`src/rtl/lsu_arbiter.sv`:
```
// ---------------------------------------------------------------------------
// lsu_arbiter
//   Two-requester arbiter and sequencer in front of the LSU (data memory and
//   IO buffers). Port 0 is the pipeline MEM stage, port 1 is the debug /
//   program loader. One request is served at a time in three cycles:
//   IDLE (accept) -> ISSUE (LSU command valid) -> RESP (response pulse).
//   Illegal address / size / direction combinations are screened here and
//   answered with an error response; they never write the LSU.
//
//   Optional feature macro: LSU_ARB_RR_EN
//     defined   : round-robin between the two ports (last-grant register)
//     undefined : fixed priority, port 0 wins
//
// Ports
//   i_clk, i_reset          clock, asynchronous active-high reset
//   i_req_valid[1:0]        request valid, [0]=core, [1]=loader
//   o_req_ready[1:0]        one-hot grant in IDLE (combinational on valid)
//   i_req_wren[1:0]         1=store, 0=load
//   i_req_addr0/1           byte address per port
//   i_req_wdata0/1          store data per port
//   i_req_sl0/1             access type SB SH SW LB LH LW LBU LHU (0..7)
//   o_rsp_valid[1:0]        one-cycle response pulse to the owning port
//   o_rsp_rdata             load data, 0 for stores and errors
//   o_rsp_err               error flag, qualified by o_rsp_valid
//   o_lsu_wren/addr/st_data/slt_sl   LSU command (wren only during ISSUE)
//   i_lsu_ld_data           LSU registered load data (valid during RESP)
// ---------------------------------------------------------------------------
module lsu_arbiter #(
   parameter int unsigned AW = 32,
   parameter int unsigned DW = 32
) (
   input  logic          i_clk,
   input  logic          i_reset,
   input  logic [1:0]    i_req_valid,
   output logic [1:0]    o_req_ready,
   input  logic [1:0]    i_req_wren,
   input  logic [AW-1:0] i_req_addr0,
   input  logic [AW-1:0] i_req_addr1,
   input  logic [DW-1:0] i_req_wdata0,
   input  logic [DW-1:0] i_req_wdata1,
   input  logic [2:0]    i_req_sl0,
   input  logic [2:0]    i_req_sl1,
   output logic [1:0]    o_rsp_valid,
   output logic [DW-1:0] o_rsp_rdata,
   output logic          o_rsp_err,
   output logic          o_lsu_wren,
   output logic [AW-1:0] o_lsu_addr,
   output logic [DW-1:0] o_lsu_st_data,
   output logic [2:0]    o_lsu_slt_sl,
   input  logic [DW-1:0] i_lsu_ld_data
);

   localparam int unsigned SLW = 3;

   localparam logic [SLW-1:0] SL_SB  = 3'b000;
   localparam logic [SLW-1:0] SL_SH  = 3'b001;
   localparam logic [SLW-1:0] SL_SW  = 3'b010;
   localparam logic [SLW-1:0] SL_LH  = 3'b100;
   localparam logic [SLW-1:0] SL_LW  = 3'b101;
   localparam logic [SLW-1:0] SL_LHU = 3'b111;

   typedef enum logic [1:0] {
      S_IDLE  = 2'd0,
      S_ISSUE = 2'd1,
      S_RESP  = 2'd2
   } state_t;

   typedef struct packed {
      logic            wren;
      logic [AW-1:0]   addr;
      logic [DW-1:0]   wdata;
      logic [SLW-1:0]  sl;
   } req_t;

   // LSU address map, decoded on the full 32-bit address.
   function automatic logic addr_mapped(input logic [AW-1:0] a);
      logic [19:0] page;
      page = a[31:12];
      return (a[31:16] == 16'h0000)
          || ((page >= 20'h10000) && (page <= 20'h10004))
          || (page == 20'h10010);
   endfunction

   // Unmapped, misaligned, or direction not matching the access type.
   function automatic logic req_illegal(input req_t r);
      logic is_store_sl;
      logic is_word;
      logic is_half;
      logic misaligned;
      is_store_sl = (r.sl == SL_SB) || (r.sl == SL_SH) || (r.sl == SL_SW);
      is_word     = (r.sl == SL_SW) || (r.sl == SL_LW);
      is_half     = (r.sl == SL_SH) || (r.sl == SL_LH) || (r.sl == SL_LHU);
      misaligned  = (is_word && (r.addr[1:0] != 2'b00)) || (is_half && r.addr[0]);
      return !addr_mapped(r.addr) || misaligned || (r.wren != is_store_sl);
   endfunction

   state_t state;
   logic   owner;
   logic   load_q;
   logic   err_q;

   logic   gnt_port;
   logic   accept;
   req_t   req0;
   req_t   req1;
   req_t   sel_req;
   logic   sel_err;

`ifdef LSU_ARB_RR_EN
   logic   last_grant;

   // Contention goes to the port that did not win last time.
   always_comb begin
      gnt_port = 1'b0;
      if (i_req_valid == 2'b11) begin
         gnt_port = ~last_grant;
      end else begin
         gnt_port = i_req_valid[1];
      end
   end
`else
   // Fixed priority: port 1 only when port 0 is idle.
   always_comb begin
      gnt_port = 1'b0;
      gnt_port = ~i_req_valid[0];
   end
`endif

   // Request mux, legality screen and combinational ready.
   always_comb begin
      req0        = '{wren: i_req_wren[0], addr: i_req_addr0, wdata: i_req_wdata0, sl: i_req_sl0};
      req1        = '{wren: i_req_wren[1], addr: i_req_addr1, wdata: i_req_wdata1, sl: i_req_sl1};
      sel_req     = gnt_port ? req1 : req0;
      sel_err     = req_illegal(sel_req);
      accept      = (state == S_IDLE) && (|i_req_valid);
      o_req_ready = 2'b00;
      if (accept) begin
         o_req_ready = gnt_port ? 2'b10 : 2'b01;
      end
   end

   // LSU load data is already registered; pass it through only in RESP.
   always_comb begin
      o_rsp_rdata = '0;
      if ((state == S_RESP) && load_q && !err_q) begin
         o_rsp_rdata = i_lsu_ld_data;
      end
   end

   // Sequencer: state plus registered LSU command and response outputs.
   always_ff @(posedge i_clk or posedge i_reset) begin
      if (i_reset) begin
         state         <= S_IDLE;
         owner         <= 1'b0;
         load_q        <= 1'b0;
         err_q         <= 1'b0;
         o_rsp_valid   <= 2'b00;
         o_rsp_err     <= 1'b0;
         o_lsu_wren    <= 1'b0;
         o_lsu_addr    <= '0;
         o_lsu_st_data <= '0;
         o_lsu_slt_sl  <= SL_LW;
`ifdef LSU_ARB_RR_EN
         last_grant    <= 1'b1;
`endif
      end else begin
         o_lsu_wren  <= 1'b0;
         o_rsp_valid <= 2'b00;
         case (state)
            S_IDLE: begin
               o_rsp_err <= 1'b0;
               if (accept) begin
                  owner         <= gnt_port;
                  load_q        <= ~sel_req.wren;
                  err_q         <= sel_err;
                  o_lsu_wren    <= sel_req.wren & ~sel_err;
                  o_lsu_addr    <= sel_req.addr;
                  o_lsu_st_data <= sel_req.wdata;
                  o_lsu_slt_sl  <= sel_req.sl;
`ifdef LSU_ARB_RR_EN
                  last_grant    <= gnt_port;
`endif
                  state         <= S_ISSUE;
               end
            end
            S_ISSUE: begin
               o_rsp_valid[owner] <= 1'b1;
               o_rsp_err          <= err_q;
               state              <= S_RESP;
            end
            S_RESP: begin
               o_rsp_err <= 1'b0;
               state     <= S_IDLE;
            end
            default: begin
               o_rsp_err <= 1'b0;
               state     <= S_IDLE;
            end
         endcase
      end
   end

endmodule
```
`config.mk`:
```
export PLATFORM = sky130hd
export DESIGN_NAME = lsu_arbiter
export DESIGN_NICKNAME = d
export VERILOG_FILES = /design/src/rtl/lsu_arbiter.sv
export SDC_FILE = /design/constraint.sdc
export NUM_CORES = 1
export LEC_CHECK = 0
export ABC_CLOCK_PERIOD_IN_PS = 2350
export CAP_MARGIN = 10
export CORE_MARGIN = 8
export CORE_UTILIZATION = 30
export CTS_BUF_LIST = sky130_fd_sc_hd__clkbuf_4 sky130_fd_sc_hd__clkbuf_8
export CTS_CLUSTER_SIZE = 24
export DETAILED_ROUTE_END_ITERATION = 16
export HOLD_SLACK_MARGIN = 0.12
export PLACE_DENSITY_LB_ADDON = 0.08
export REMOVE_ABC_BUFFERS = 1
export SYNTH_ARGS = -nofsm -noshare
export SYNTH_HDL_FRONTEND = slang
export SYNTH_SLANG_ARGS = --single-unit
```
`constraint.sdc`:
```
create_clock -name i_clk -period 2.35 [get_ports i_clk]
set_clock_uncertainty 0.15 [all_clocks]
set_input_delay 0.47 -clock i_clk [delete_from_list [all_inputs] [get_ports i_clk]]
set_output_delay 0.47 -clock i_clk [all_outputs]
set_load 0.01 [all_outputs]
```
# Word-level counts from Yosys, hierarchy flattened
# Index checks and enable logic that the tools add are counted.
dict set report totals {
  register_bits 76
  inputBits 172
  out_inout_bits 105
}
dict set report op_classes {
  magnitude_cmp 4
  n_eq_ne 10
  n_mux 12
  n_bitwise 4
  reduce_logical 25
}
# op n
set ops {}
lappend ops {{two-way mux 68 bit} 1}
lappend ops {{two-way mux 32 bit} 1}
lappend ops {{== test 20 x 17 -> 1 bit, second input constant} 1}
lappend ops {{greater-or-equal comparator 20 x 17 -> 1 bit, second input constant} 1}
lappend ops {{less-or-equal comparator 20 x 17 -> 1 bit, second input constant} 1}
lappend ops {{zero test 16 bit} 1}
lappend ops {{logical OR 1 bit} 10}
lappend ops {{== test 3 bit, second input constant} 3}
lappend ops {{two-way mux 2 bit} 4}
lappend ops {{logical AND 1 bit} 7}
lappend ops {{two-way mux 1 bit} 4}
lappend ops {{case mux 2 bit (2 select lines)} 1}
lappend ops {{== test 3 x 1 -> 1 bit, second input constant} 1}
lappend ops {{== test 3 x 2 -> 1 bit, second input constant} 1}
lappend ops {{zero test 3 bit} 1}
lappend ops {{NOT 1 bit} 3}
lappend ops {{== test 2 x 1 -> 1 bit, second input constant} 1}
lappend ops {{== test 2 bit, second input constant} 1}
lappend ops {{zero test 1 bit} 2}
lappend ops {{zero test 2 bit} 1}
lappend ops {{less-than comparator 1 x 2 -> 1 bit, second input constant} 1}
lappend ops {{!= test 2 bit, second input constant} 1}
lappend ops {{AND reduction 2 bit} 1}
lappend ops {{nonzero test 2 bit} 1}
lappend ops {{5 further kinds} 5}

# Logic depth before layout (Yosys ltp)
# Gate-level depths: netlist (run 1).
dict set report depth {
  word_depth 12
  depth_mapped 8
}

# Worst setup path before layout (run 1)
# No wires, ideal clock.
dict set report synth_path {
  kind {in2reg}
  start {in i_req_valid[0]}
  end {reg err_q}
  setup_ps 119
  t_arrival_ps 1799
  path_slack_ps 282
  cell_stages 7
  n_path_buf 2
  path_cell_list {buf_6 > buf_6 > or4_1 > o22a_1 > a211oi_2 > o221ai_2 > o21a_1}
}
dict set report synth_via {
  elab_chain_len 8
  elab_cells_between_ends 30
  classes_between {order compare: 2; eq/ne: 7; mux: 1; reduce/logical: 20}
}
# item line
set synth_rtl {}
lappend synth_rtl {{start: declaration} 34} ;# input logic [1:0] i_req_valid,
lappend synth_rtl {{two-way mux 68 bit} 133} ;# sel_req = gnt_port ? req1 : req0;
lappend synth_rtl {{greater-or-equal comparator 20 x 17 -> 1 bit (tied with other cells)} 80} ;# || ((page >= 20'h10000) && (page <= 20'h10004))
lappend synth_rtl {{logical AND 1 bit / logical OR 1 bit (equally long branches)} {80, 92}}
lappend synth_rtl {{logical OR 1 bit, on equally long branches} {80, 92}}
lappend synth_rtl {{logical OR 1 bit / logical AND 1 bit (equally long branches)} {81, 93}}
lappend synth_rtl {{zero test 1 bit / logical OR 1 bit (equally long branches)} {94, 93}}
lappend synth_rtl {{logical OR 1 bit (2 in series)} 94} ;# return !addr_mapped(r.addr) || misaligned || (r.wren != is_store_sl);
lappend synth_rtl {{end signal: assignment} 175} ;# err_q <= sel_err;
lappend synth_rtl {{end: declaration} 100} ;# logic err_q;
# Several ways; a longest one is shown, not always the timed one.
# A chain may end at the register's enable or synchronous reset.

# Worst setup path after layout (run 1)
dict set report layout_path {
  start {reg state[0]}
  end {out o_rsp_rdata[18]}
}
dict set report layout_via {
  elab_chain_len 4
}
# item line
set layout_rtl {}
lappend layout_rtl {{start: declaration} 97} ;# state_t state;
lappend layout_rtl {{start signal: assignment} 153} ;# state <= S_IDLE;
lappend layout_rtl {{start signal: assignment} 183} ;# state <= S_ISSUE;
lappend layout_rtl {{start signal: assignment} 189} ;# state <= S_RESP;
lappend layout_rtl {{== test 2 bit} 145} ;# if ((state == S_RESP) && load_q && !err_q) begin
lappend layout_rtl {{logical AND 1 bit (2 in series)} 145}
lappend layout_rtl {{two-way mux 32 bit} 145}
lappend layout_rtl {{end: declaration} 44} ;# output logic [DW-1:0] o_rsp_rdata,
# No other way between the ends.

==> impl_metrics.env, run 1 <==
export IMPL_ys_warn_count=0
export IMPL_timing_rr_end="err_q$_DFFE_PP0P_"
export IMPL_drive_gt1_share_pct=15.0
export IMPL_seqPwrFrac_pct=32.7
export IMPL_path_clk_slew_ns=0.08
export IMPL_h_tree_depth=3
export IMPL_ir_worst_vdd_mv=0.390
export IMPL_critical_path_max_stage_delay_ns=0.42
export IMPL_ys_types=38
export IMPL_final_util_pct=55.4
export IMPL_cp_end_kind="output pin"
export IMPL_wl_per_cell_um=19.3
export IMPL_r2r_slack_ns=0.41
export IMPL_reg2reg_depth=5
export IMPL_status="finished clean"
export IMPL_fin_nets=874
export IMPL_power_density_nw_per_um2=978
export IMPL_rr_startpoint="state[0]$_DFFE_PP0P_"
export IMPL_fmax_ghz=0.432
export IMPL_p_leak_nw=3.06
export IMPL_setup_tns_ns=0
export IMPL_final_area_um2=7300
export IMPL_clock_latency_ns=0.36
export IMPL_timing_final_crit_share_pct=98.5
export IMPL_cts_root_buffer_cell="clkbuf_8"
export IMPL_cp_arrival_ns=1.69
export IMPL_worst_path_buf_inv=4
export IMPL_grt_pass1_wl_um=26600
export IMPL_p_sw_share_pct=36.2
export IMPL_drc_errors=0
export IMPL_clkPwrFrac_pct=16.6
export IMPL_gp_congestion=0.817
export IMPL_area_growth_pct=81.7
export IMPL_synth_edf_count=0
export IMPL_hold_path_class="in2async"
export IMPL_crit_path_start="state[0]$_DFFE_PP0P_"
export IMPL_crit_chain="nor4bb_4, buf_6, buf_6, buf_6, and2_4, buf_6"
export IMPL_crit_type="reg2out"
export IMPL_syn_avg_cell_area_um2=9.41
export IMPL_worst_path_stages=6
export IMPL_wl_um=17100
export IMPL_startpoint_type="flip-flop"
export IMPL_grt_max_degree=68
export IMPL_rsz0062_at_grt="true"
export IMPL_yosys_register_bits=76
export IMPL_synth_cell_area_um2=4020
export IMPL_rows=42
export IMPL_met2_length_um=8000
export IMPL_dieArea_um2=17400
export IMPL_fin_crit_ns=2.31
export IMPL_endpoint="o_rsp_rdata[18]"
export IMPL_synthFlopType="dfrtp_1"
export IMPL_finalHoldViolCount=0
export IMPL_setup_viol=0
export IMPL_cp_max_fo=6
export IMPL_cts_tree="yes"
export IMPL_fp_dieW_um=132
export IMPL_die_h_um=132
export IMPL_track_usage_pct=19.2
export IMPL_synthArstFlopShare_pct=100
export IMPL_drtIter0Drc=272
export IMPL_placed_area_um2=7000
export IMPL_worstMarginPinSlew_ns=0.737
export IMPL_grt_overflow_total=0
export IMPL_cpMostUsedCell="buf_6"
export IMPL_net_switching_power_w=0.00259
export IMPL_first_pass_iters=5
export IMPL_core_um2=13200
export IMPL_start_util_pct=30.5
export IMPL_pwr_share_comb_pct=50.7
export IMPL_highest_layer="met5"
export IMPL_dpl_hpwl_um=12900
export IMPL_cts_inserted_buffers=9
export IMPL_p_int_w=0.00456
export IMPL_slew_headroom_pct=50.9
export IMPL_antenna_found_initial=2
export IMPL_synth_seq_area_share_pct=47.4
export IMPL_io_buffers=276
export IMPL_antenna_left=0
export IMPL_via_per_inst=4.93
export IMPL_dr_total_vias=4349
export IMPL_dr_wl_met3_um=1600
export IMPL_maxCapViolations=0
export IMPL_grt_pass1_vias=4518
export IMPL_ioPinCount=277
export IMPL_wl_met1_um=7240
export IMPL_crit_required_ns=1.73
export IMPL_synthCells=427
export IMPL_clock_path_buffers=2
export IMPL_cp_slowest_cell="dfrtp_1"
export IMPL_antennaDiodeCount=0
export IMPL_clock_sinks=76
export IMPL_drv_slew=0
export IMPL_critPathTopFamily="buffers and inverters"
-- worst register-to-register path, stage by stage, from the launching register on --
cell and delay (ns):
dfrtp_1 0.42, buf_4 0.16, or2_2 0.55, a211oi_2 0.31, o221ai_2 0.13, o21a_1 0.12
-- power by group through the flow --
stage | clock network, W | logic, W | registers (W)
floorplan | 0 | 0.00122 | 0.00259
global placement | 0 | 0.00362 | 0.00232
detailed placement | 0 | 0.00365 | 0.00236
CTS | 0.00124 | 0.00368 | 0.00234
global route | 0.00128 | 0.00397 | 0.00242
finish | 0.00119 | 0.00362 | 0.00234
-- kinds of logic after synthesis --
logic type	after synthesis	synth area share, %
flip-flops	76	47.4
XOR/XNOR	1	0.218
AO/OA/AOI/OAI	150	23.1
buffers and inverters	40	4.27
AND/OR/NAND/NOR	131	17.7
multiplexers	29	7.35
-- layout by cell type, fill, tap and decap left out, types with 2 or more instances in the layout --
master,count
and2_4,16
nor3_1,2
and2_1,19
nand2_1,44
nor2_1,4
nand4_1,2
bufinv_16,2
clkdlybuf4s50_1,240
mux2_2,4
nor4_1,2
or4_1,3
dfstp_2,2
clkbuf_4,2
nor2b_1,29
buf_2,18
dfrtp_1,74
buf_4,21
a31oi_1,27
nand3b_1,3
dlygate4sd2_1,2
a21oi_1,4
buf_6,20
o21ai_0,67
mux2i_1,25
clkbuf_8,11
a22oi_1,42
-- registers in the layout, indices dropped and copies added (netlist names) --
register and cells:
o_lsu_addr 32, o_lsu_st_data 32, o_lsu_slt_sl 3, o_rsp_valid 2
state 2, err_q 1, load_q 1, o_lsu_wren 1
o_rsp_err 1, owner 1
-- worst min path at each step --
| stage | to | slack [ns] | depth (start not counted) |
|---|---|---|---|
| 6_report | o_lsu_addr[3]$_DFFE_PP0P_ | 0.30 | 3 |
| 5_1_grt | o_lsu_addr[3]$_DFFE_PP0P_ | 0.33 | 3 |
| 4_1_cts | o_lsu_st_data[31]$_DFFE_PP0P_ | 0.30 | 3 |
| 3_5_place_dp | o_rsp_valid[0]$_DFF_PP0_ | 0.31 | 1 |
| 3_3_place_gp | o_rsp_valid[0]$_DFF_PP0_ | 0.30 | 1 |
| 2_1_floorplan | o_rsp_valid[0]$_DFF_PP0_ | 0.27 | 1 |
-- timing repair --
action                     in CTS  in global routing
pin swaps                       1                  7
resized for setup             135                 40
setup endpoints to repair      34                 32
hold buffers                    0                  0
gates cloned                    3                  0
buffers inserted                5                  0
-- cells in the mapped netlist (2+ instances only) --
cell type  instances  area [µm²]
dfstp_2            2        52.6
buf_6              2        22.5
buf_2              5        25.0
nor2b_1           30         188
nor2_1             5        18.8
nor3_1             2        10.0
nor4_1             2        12.5
o21ai_0           67         335
dfrtp_1           74        1850
buf_1              4        15.0
and2_1            35         219
inv_1              2        7.51
a21oi_1            4        20.0
nand3b_1           3        22.5
nand2_1           44         165
nand4_1            2        12.5
clkbuf_1          27         101
a22oi_1           42         315
mux2_2             4        45.0
or4_1              3        22.5
a31oi_1           27         169
mux2i_1           25         250
-- per-layer routing --
layer,up-vias,global-route usage (%)
met4,4,5.36
met1,2012,23.4
met2,212,30.8
met5,-,0
li1,2096,-
met3,25,7.74
-- final cells by class --
class	count	area [µm²]
multi-input cells	311	2020
clock inverters	3	68.8
repair buffers	302	2910
clock buffers	13	166
fillers	1226	5890
flip-flops and latches	76	1900
inverters	2	8.76
well taps	176	220
-- stage by stage --
step / hold WS (ns) / setup WS (ns) / cells / total power [W]
floorplan: 0.267 / -1.39 / 389 / 0.00382
global placement: 0.298 / 0.0358 / 859 / 0.00594
detailed placement: 0.313 / 0.0212 / 859 / 0.00601
CTS: 0.296 / -0.00251 / 883 / 0.00726
global route: 0.331 / -0.0564 / 883 / 0.00767
finish: 0.302 / 0.0357 / 883 / 0.00714
Note: power is estimated with default switching activity, not from simulation.
==> run 2, diff against run 1 <==
Settings changed: CAP_MARGIN 10 to 20.
==> results of run 2 <==
Final layout, timing and power as in run 1 (identical DEF).
==> run 3, diff against run 2 <==
--- a/config.mk
+++ b/config.mk
@@ -11,6 +11,7 @@
 export CORE_UTILIZATION = 30
 export CTS_BUF_LIST = sky130_fd_sc_hd__clkbuf_4 sky130_fd_sc_hd__clkbuf_8
-export CTS_CLUSTER_SIZE = 24
+export CTS_CLUSTER_SIZE = 12
 export DETAILED_ROUTE_END_ITERATION = 16
+export DONT_BUFFER_PORTS = 1
 export HOLD_SLACK_MARGIN = 0.12
 export PLACE_DENSITY_LB_ADDON = 0.08
--- a/constraint.sdc
+++ b/constraint.sdc
@@ -3,3 +3,3 @@
 set_input_delay 0.47 -clock i_clk [delete_from_list [all_inputs] [get_ports i_clk]]
 set_output_delay 0.47 -clock i_clk [all_outputs]
-set_load 0.01 [all_outputs]
+set_load 0.1 [all_outputs]
==> run 3 against run 2 <==
The flow now finishes with violations (setup timing). Highest routed layer is now met4. Critical endpoint is now o_rsp_rdata[16]. Routed wire length shrank 7.7%. Die area stayed put. Sequential power up 4%. First-iteration DRC count down 21%.
==> impl_metrics.env, run 3 (synthesis results as in run 1) <==
export IMPL_status="finished, violations left"
export IMPL_failed_checks="setup timing"
export IMPL_antenna_left=0
export IMPL_clock_latency_ns=0.36
export IMPL_dr_total_vias=3718
export IMPL_io_buffers=0
export IMPL_grt_pass1_vias=3868
export IMPL_cp_end_kind="output pin"
export IMPL_timing_final_crit_share_pct=102
export IMPL_p_leak_nw=2.58
export IMPL_cts_inserted_buffers=9
export IMPL_fp_dieW_um=132
export IMPL_startpoint_type="flip-flop"
export IMPL_wl_um=15800
export IMPL_gp_congestion=0.758
export IMPL_critPathTopFamily="buffers and inverters"
export IMPL_cts_tree="yes"
export IMPL_placed_cells=674
export IMPL_dieArea_um2=17400
export IMPL_power_density_nw_per_um2=1750
export IMPL_cp_slowest_cell="dfrtp_2"
export IMPL_grt_pass1_wl_um=24000
export IMPL_hold_path_class="in2reg"
export IMPL_fmax_ghz=0.419
export IMPL_clock_sinks=76
export IMPL_first_pass_iters=4
export IMPL_die_h_um=132
export IMPL_ioPinCount=277
export IMPL_antennaDiodeCount=0
export IMPL_antenna_found_initial=0
export IMPL_drtIter0Drc=214
export IMPL_fin_crit_ns=2.39
export IMPL_path_clk_slew_ns=0.09
export IMPL_rows=42
export IMPL_start_util_pct=30.5
export IMPL_postLayoutSetupSlackWorst_ns=-0.0361
export IMPL_h_tree_depth=3
export IMPL_grt_max_degree=57
export IMPL_crit_required_ns=1.73
export IMPL_clock_path_buffers=2
export IMPL_reg_top3="o_lsu_addr (32), o_lsu_st_data (32), o_lsu_slt_sl (3)"
export IMPL_setup_viol=32
export IMPL_layout_commonest_cell="buf_4"
export IMPL_drc_errors=0
export IMPL_holdPathStages=2
export IMPL_drive_gt1_share_pct=32.7
export IMPL_final_cell_mix="buf_4 (75), dfrtp_1 (73), o21ai_0 (67)"
export IMPL_wl_per_cell_um=21.8
export IMPL_worst_path_buf_inv=3
export IMPL_cts_root_buffer_cell="clkbuf_8"
export IMPL_worst_path_stages=5
export IMPL_drv_slew=0
export IMPL_cp_arrival_ns=1.77
export IMPL_final_cells=724
export IMPL_n_fill_cell=1262
export IMPL_setup_tns_ns=-0.686
export IMPL_cp_max_fo=8
export IMPL_critical_path_max_stage_delay_ns=0.44
export IMPL_grt_overflow_total=0
export IMPL_crit_chain="nor4bb_4, buf_6, clkbuf_16, and2_4, buf_12"
export IMPL_core_um2=13200
export IMPL_power_w=0.0105
export IMPL_area_growth_pct=48.9
export IMPL_worstMarginPinSlew_ns=0.940
export IMPL_finalHoldViolCount=0
export IMPL_dpl_hpwl_um=11500
export IMPL_slew_headroom_pct=37.1
export IMPL_via_per_inst=5.14
export IMPL_crit_type="reg2out"
export IMPL_fin_nets=715
export IMPL_reg2reg_depth=5
export IMPL_rsz0062_at_grt="true"
export IMPL_maxCapViolations=0
export IMPL_ir_worst_vdd_mv=0.762
export IMPL_track_usage_pct=17.5
## run 3: through the flow
step / hold slack, ns / worst slack (ns) / utilization (%) / instance area, µm²
floorplan: 0.267 / -2.55 / - / 3850
global placement: 0.229 / 0.319 / 40.5 / 5350
detailed placement: 0.233 / 0.332 / 40.5 / 5350
CTS: 0.133 / -0.0267 / 45.0 / 5940
global route: 0.141 / -0.118 / 45.4 / 5980
finish: 0.157 / -0.0361 / 45.4 / 5980
## run 3: power breakdown
part           switching (W)  leakage, nW  internal (W)
combinational        0.00570         1.56       0.00145
clock               0.000505       0.0898      0.000395
sequential          0.000472        0.926       0.00195
total                0.00668         2.58       0.00379
## run 3: worst paths after layout
path | start | to | slack (ns)
min in group asynchronous | i_reset | o_lsu_addr[4]$_DFFE_PP0P_ | 0.42
max | state[0]$_DFFE_PP0P_ | o_rsp_rdata[16] | -0.04
max in group asynchronous | i_reset | o_lsu_slt_sl[0]$_DFFE_PP1P_ | 0.96
min | i_req_addr1[27] | o_lsu_addr[27]$_DFFE_PP0P_ | 0.16
min reg2reg | owner$_DFFE_PP0P_ | o_rsp_valid[0]$_DFF_PP0_ | 0.30
max reg2reg | state[0]$_DFFE_PP0P_ | o_lsu_st_data[3]$_DFFE_PP0P_ | 0.29
## run 3: layout make-up
class / instances / area, µm² / share of cell area (%)
clock inverters: 6 / 40.0 / 0.669
inverters: 2 / 8.76 / 0.146
well taps: 176 / 220 / 3.68
repair buffers: 143 / 1620 / 27.1
clock buffers: 10 / 131 / 2.20
flip-flops and latches: 76 / 1910 / 31.8
multi-input cells: 311 / 2060 / 34.4
## run 3: repair_timing
item                       4_1_cts  5_1_grt
gates resized for setup         40        4
gates cloned                     2        1
hold buffers                    29        0
buffers inserted                 1        1
hold endpoints to repair        51        0
setup endpoints to repair       32       32
pin swaps                       13       21
## run 3: per-layer routing
metal | GRT usage [%] | vias up | part of all wire, %
li1 | - | 1767 | -
met1 | 20.6 | 1758 | 41
met2 | 28.8 | 181 | 48
met3 | 7.47 | 12 | 9.7
met4 | 4.28 | 0 | 1.0
met5 | 0 | - | 0
